File: config.mk
export PLATFORM = sky130hd
export DESIGN_NAME = bram_arbiter_flat
export DESIGN_NICKNAME = d
export VERILOG_FILES = /design/src/rtl/bram_arbiter_if.sv /design/src/rtl/bram_arbiter.sv /design/src/flat_wrapper.sv
export SDC_FILE = /design/constraint.sdc
export NUM_CORES = 1
export LEC_CHECK = 0
export CAP_MARGIN = 20
export CORE_MARGIN = 10
export CORE_UTILIZATION = 40
export DETAILED_ROUTE_END_ITERATION = 16
export HOLD_SLACK_MARGIN = 0.05
export PLACE_DENSITY = 0.83
export SYNTH_ARGS = -nofsm -noshare
export SYNTH_HDL_FRONTEND = slang
export SYNTH_SLANG_ARGS = --single-unit
File: constraint.sdc
create_clock -name clk -period 2.7 [get_ports clk]
set_input_delay 0.27 -clock clk [delete_from_list [all_inputs] [get_ports clk]]
set_output_delay 0.27 -clock clk [all_outputs]
set_load 0.02 [all_outputs]
File: src/rtl/bram_arbiter_if.sv
// Bus bundle between the BRAM arbiter, its two requesters (CPU port A, debug port B)
// and the single-port data BRAM.
interface bram_arbiter_if #(
    parameter int ADDRESS_BITS = 8,
    parameter int DATA_BITS    = 32
) ();
    logic                    i_a_req;
    logic                    i_a_we;
    logic [ADDRESS_BITS-1:0] i_a_address;
    logic [DATA_BITS-1:0]    i_a_data;
    logic                    o_a_ack;
    logic [DATA_BITS-1:0]    o_a_data;

    logic                    i_b_req;
    logic                    i_b_we;
    logic [ADDRESS_BITS-1:0] i_b_address;
    logic [DATA_BITS-1:0]    i_b_data;
    logic                    o_b_ack;
    logic [DATA_BITS-1:0]    o_b_data;

    logic                    i_lock;
    logic                    o_busy;

    logic                    o_bram_we;
    logic [ADDRESS_BITS-1:0] o_bram_address;
    logic [DATA_BITS-1:0]    o_bram_data;
    logic [DATA_BITS-1:0]    i_bram_data;

    modport master (
        output i_a_req, i_a_we, i_a_address, i_a_data,
        output i_b_req, i_b_we, i_b_address, i_b_data,
        output i_lock, i_bram_data,
        input  o_a_ack, o_a_data, o_b_ack, o_b_data,
        input  o_busy, o_bram_we, o_bram_address, o_bram_data
    );

    modport slave (
        input  i_a_req, i_a_we, i_a_address, i_a_data,
        input  i_b_req, i_b_we, i_b_address, i_b_data,
        input  i_lock, i_bram_data,
        output o_a_ack, o_a_data, o_b_ack, o_b_data,
        output o_busy, o_bram_we, o_bram_address, o_bram_data
    );
endinterface

File: src/rtl/bram_arbiter.sv
// Round-robin arbiter sharing one single-port BRAM between the CPU (A) and debug unit (B),
// with a debug lock that blocks new A grants.
//
// state  | meaning
// IDLE   | waiting for an eligible request; winner latched on exit
// ACCESS | latched address/data/we driven to the BRAM for one cycle
// DONE   | one-cycle ack to the winner
module bram_arbiter #(
    parameter int ADDRESS_BITS = 8,
    parameter int DATA_BITS    = 32
) (
    input logic           clk,
    input logic           rst,
    bram_arbiter_if.slave bus
);
    typedef enum logic [1:0] {IDLE, ACCESS, DONE} state_t;

    state_t                  state, state_nxt;
    logic                    grant, grant_b;
    logic                    elig_a, elig_b;
    logic                    lat_b, lat_we, last_b;
    logic [ADDRESS_BITS-1:0] addr_q;
    logic [DATA_BITS-1:0]    data_q;
    logic [DATA_BITS-1:0]    a_data_q, b_data_q;

    assign elig_a = bus.i_a_req && !bus.i_lock;
    assign elig_b = bus.i_b_req;

    always_comb begin
        state_nxt = state;
        grant     = 1'b0;
        grant_b   = 1'b0;
        case (state)
            IDLE: begin
                if (elig_a || elig_b) begin
                    grant     = 1'b1;
                    // on a tie, the port not served last wins
                    grant_b   = elig_b && (!elig_a || !last_b);
                    state_nxt = ACCESS;
                end
            end
            ACCESS:  state_nxt = DONE;
            DONE:    state_nxt = IDLE;
            default: state_nxt = IDLE;
        endcase
    end

    always_ff @(posedge clk) begin
        if (!rst) begin
            state    <= IDLE;
            lat_b    <= 1'b0;
            lat_we   <= 1'b0;
            last_b   <= 1'b1;
            addr_q   <= '0;
            data_q   <= '0;
            a_data_q <= '0;
            b_data_q <= '0;
        end else begin
            state <= state_nxt;
            if (grant) begin
                lat_b  <= grant_b;
                last_b <= grant_b;
                lat_we <= grant_b ? bus.i_b_we      : bus.i_a_we;
                addr_q <= grant_b ? bus.i_b_address : bus.i_a_address;
                data_q <= grant_b ? bus.i_b_data    : bus.i_a_data;
            end
            if (state == ACCESS && !lat_we) begin
                if (lat_b) b_data_q <= bus.i_bram_data;
                else       a_data_q <= bus.i_bram_data;
            end
        end
    end

    // addr_q only moves on a grant, so the BRAM address holds between accesses
    assign bus.o_bram_we      = (state == ACCESS) && lat_we;
    assign bus.o_bram_address = addr_q;
    assign bus.o_bram_data    = data_q;
    assign bus.o_a_ack        = (state == DONE) && !lat_b;
    assign bus.o_b_ack        = (state == DONE) && lat_b;
    assign bus.o_a_data       = a_data_q;
    assign bus.o_b_data       = b_data_q;
    assign bus.o_busy         = (state != IDLE);
endmodule

File: src/flat_wrapper.sv
// flat-port wrapper written by rule: the top's interface ports become plain ports
module bram_arbiter_flat 
#(
    parameter int ADDRESS_BITS = 8,
    parameter int DATA_BITS    = 32
)
  (clk, rst, bus_i_a_req, bus_i_a_we, bus_i_a_address, bus_i_a_data, bus_i_b_req, bus_i_b_we, bus_i_b_address, bus_i_b_data, bus_i_lock, bus_i_bram_data, bus_o_a_ack, bus_o_a_data, bus_o_b_ack, bus_o_b_data, bus_o_busy, bus_o_bram_we, bus_o_bram_address, bus_o_bram_data);
  bram_arbiter_if #(.ADDRESS_BITS(ADDRESS_BITS), .DATA_BITS(DATA_BITS)) bus_i ();
  input logic clk;
  input logic rst;
  input wire logic [$bits(bus_i.i_a_req)-1:0] bus_i_a_req;
  input wire logic [$bits(bus_i.i_a_we)-1:0] bus_i_a_we;
  input wire logic [$bits(bus_i.i_a_address)-1:0] bus_i_a_address;
  input wire logic [$bits(bus_i.i_a_data)-1:0] bus_i_a_data;
  input wire logic [$bits(bus_i.i_b_req)-1:0] bus_i_b_req;
  input wire logic [$bits(bus_i.i_b_we)-1:0] bus_i_b_we;
  input wire logic [$bits(bus_i.i_b_address)-1:0] bus_i_b_address;
  input wire logic [$bits(bus_i.i_b_data)-1:0] bus_i_b_data;
  input wire logic [$bits(bus_i.i_lock)-1:0] bus_i_lock;
  input wire logic [$bits(bus_i.i_bram_data)-1:0] bus_i_bram_data;
  output wire logic [$bits(bus_i.o_a_ack)-1:0] bus_o_a_ack;
  output wire logic [$bits(bus_i.o_a_data)-1:0] bus_o_a_data;
  output wire logic [$bits(bus_i.o_b_ack)-1:0] bus_o_b_ack;
  output wire logic [$bits(bus_i.o_b_data)-1:0] bus_o_b_data;
  output wire logic [$bits(bus_i.o_busy)-1:0] bus_o_busy;
  output wire logic [$bits(bus_i.o_bram_we)-1:0] bus_o_bram_we;
  output wire logic [$bits(bus_i.o_bram_address)-1:0] bus_o_bram_address;
  output wire logic [$bits(bus_i.o_bram_data)-1:0] bus_o_bram_data;
  assign bus_i.i_a_req = bus_i_a_req;
  assign bus_i.i_a_we = bus_i_a_we;
  assign bus_i.i_a_address = bus_i_a_address;
  assign bus_i.i_a_data = bus_i_a_data;
  assign bus_i.i_b_req = bus_i_b_req;
  assign bus_i.i_b_we = bus_i_b_we;
  assign bus_i.i_b_address = bus_i_b_address;
  assign bus_i.i_b_data = bus_i_b_data;
  assign bus_i.i_lock = bus_i_lock;
  assign bus_i.i_bram_data = bus_i_bram_data;
  assign bus_o_a_ack = bus_i.o_a_ack;
  assign bus_o_a_data = bus_i.o_a_data;
  assign bus_o_b_ack = bus_i.o_b_ack;
  assign bus_o_b_data = bus_i.o_b_data;
  assign bus_o_busy = bus_i.o_busy;
  assign bus_o_bram_we = bus_i.o_bram_we;
  assign bus_o_bram_address = bus_i.o_bram_address;
  assign bus_o_bram_data = bus_i.o_bram_data;
  bram_arbiter #(.ADDRESS_BITS(ADDRESS_BITS), .DATA_BITS(DATA_BITS)) u_core (.clk(clk), .rst(rst), .bus(bus_i));
endmodule
==> metrics.cfg <==
[run_status]
status=finished, final reports clean

[cts]
h-tree-depth=3
cts_buffers=9
postCtsHoldBufs=0
clock-sinks=109
cts_tree=built
root_buffer=clkbuf_8
cts_buffer_depth=2
clock_latency_ns=0.35
path_clk_slew_ns=0.11
cts_resized=0
postCtsSetupRepairBufs=0

[timing]
rsz0062_at_grt=no
fmax_mhz=520.8
hold_slack_ns=0.4545
worstMarginPinSlew_ns=0.4344
skew_ns=0.01693
final_max_slew_viol_count=0
period_minus_slack_ns=1.920
slew_headroom_pct=71.04
setup_viol=0
fin_tns_setup_ns=0
finalCritPeriodShare_pct=71.12
hold_violations=0

[logic_synthesis]
syn_avg_cell_area_um2=7.762
ys_types=28
ys_ff_latch=109
synthesis.area_um2=4114
yosysWarnings=0
synthCells=530
yosysSeqAreaShare_pct=53.04
synth_nets=649

[floorplan]
dieArea_um2=14740
core-area_um2=9910
initial_core_util_pct=41.52
rows=36
die_h_um=121.4
die_x_um=121.4
boundaryPins=227

[global_routing]
grt_pass1_vias=4485
grt-ovfl-total=0
grt_start_max_net_pins=54
grt_pass1_wl_mm=23.30
grtUsageTotal_pct=19.34
antenna_found_initial=0

[setup_path]
worstPathMaxFanout=5
worstSetupStartpointType=flip-flop
cpPeakStageDelay_ns=0.62
critPathSlowestCell=clkdlybuf4s50_1
cp-end-kind=output port
cp-endpoint=bus_o_bram_we
crit_arrival_ns=1.65
ff2ff_path_depth=5
r2r_start=u_core.state[0]
crit_start=u_core.lat_we
rrSetupSlack_ns=1.04
path_cells=inv_1, nor2_1, clkdlybuf4s50_1
path_class=reg -> out
worst_ep_required_time_ns=2.43
rr_endpoint=u_core.bus.o_bram_address[5]

[place]
gp_congestion=0.8240
portBuffers=226
dpl.hpwl_mm=11.39

[route]
drc=0
firstDrtPassIters=5
via_count=4448
ant_nets=0
dr.first_iter.drc_count=350
routed_wl_mm=15.04
vias_per_cell=5.095
wl_per_cell_um=17.23

[finish]
nets=854
area_delta_synth_final_pct=62.90
drive_gt1_share_pct=4.324
antennaDiodeCount=0

[pwr]
ir_drop_mv=0.4489
power_density_nw_per_um2=551.4
p_leak_nw=2.440

[min_path]
hold_path_class=in -> reg
min-delay-start=bus_i_a_data[9]

[run]
drv_cap=0

worst min path at each step:
stage,to,slack [ns],cells after the start
floorplan,u_core.bus.o_bram_address[0],0.40,2
global placement,u_core.bus.o_b_data[16],0.44,2
detailed placement,u_core.bus.o_a_data[1],0.45,2
CTS,u_core.bus.o_bram_data[9],0.43,3
global route,u_core.bus.o_bram_data[9],0.45,3
finish,u_core.bus.o_bram_data[9],0.45,3
cells in the final DEF, fill, tap and decap left out, types with 2 or more instances in the layout:
master / count
a21oi_1: 146
buf_12: 2
buf_16: 2
buf_4: 6
clkbuf_8: 9
clkdlybuf4s50_1: 226
clkinv_4: 2
clkinvlp_4: 2
dfxtp_1: 109
inv_1: 2
nand2_1: 170
nand3_1: 2
nor2_1: 4
o21ai_0: 39
Yosys cell counts, drive strengths merged:
master	count	area [um^2]
nand2	170	638.1
a21oi	146	730.7
dfxtp	109	2182
o21ai	41	209.0
clkbuf	24	90.09
buf	18	117.6
nor2	5	21.27
inv	3	11.26
nand3	2	10.01
nor3b	2	20.02
a221oi	1	8.760
and3	1	6.260
and3b	1	8.760
nand2b	1	13.76
nand3b	1	7.510
nor2b	1	6.260
nor3	1	10.01
o21a	1	7.510
or3	1	6.260
or3b	1	8.760
sequential cells by signal, indices dropped and copies added (netlist names):
register                   flops
u_core.lat_we                  1
u_core.bus.o_bram_address      8
u_core.lat_b                   1
u_core.last_b                  1
u_core.bus.o_bram_data        32
u_core.state                   2
u_core.bus.o_b_data           32
u_core.bus.o_a_data           32
cell families (layout without fill, tap and decap cells):
| kind of cell | after synthesis | count (layout) | share of synthesized area (%) |
|---|---|---|---|
| simple gates | 187 | 187 | 18.40 |
| flops | 109 | 109 | 53.04 |
| compound gates | 189 | 189 | 23.24 |
| buf+inv | 45 | 255 | 5.322 |
routing by layer:
metal	track usage (%)	routed length [um]	vias to the layer above
li1	-	-	2174
met1	21.02	5786	2055
met2	32.44	7199	195
met3	9.446	1780	24
met4	5.961	278	0
met5	0	0	-
power by group:
group	internal (mW)	switching [mW]
clock	0.443	0.566
sequential	1.72	0.0653
combinational	0.443	0.460
total	2.60	1.09
critical path, delay by kind of cell (launching register included):
kind          cells  cell delay, ns
buf+inv           2            0.72
flops             1            0.48
simple gates      1            0.11
per-stage QoR:
| step | power (mW) | cells | instance area (um^2) | utilization (%) | worst slack (ns) |
|---|---|---|---|---|---|
| 2_1_floorplan | 2.222 | 530 | 4114 | - | 1.366 |
| 3_3_place_gp | 2.691 | 855 | 6440 | 64.99 | 0.8851 |
| 3_5_place_dp | 2.712 | 855 | 6440 | 64.99 | 0.8152 |
| 4_1_cts | 3.714 | 871 | 6646 | 67.07 | 0.7344 |
| 5_1_grt | 3.870 | 873 | 6701 | 67.63 | 0.6722 |
| 6_report | 3.695 | 873 | 6701 | 67.63 | 0.7797 |
cell type report:
class                           instances  area, um^2
Clock buffer                            9       123.9
Clock inverter                          7       82.58
Fill cell                             792        3208
Inverter                                3       11.26
Multi-Input combinational cell        376        1733
Sequential cell                       109        2182
Tap cell                              133       166.4
Timing Repair Buffer                  236        2402
No activity file was read; power rests on OpenSTA's default activity.
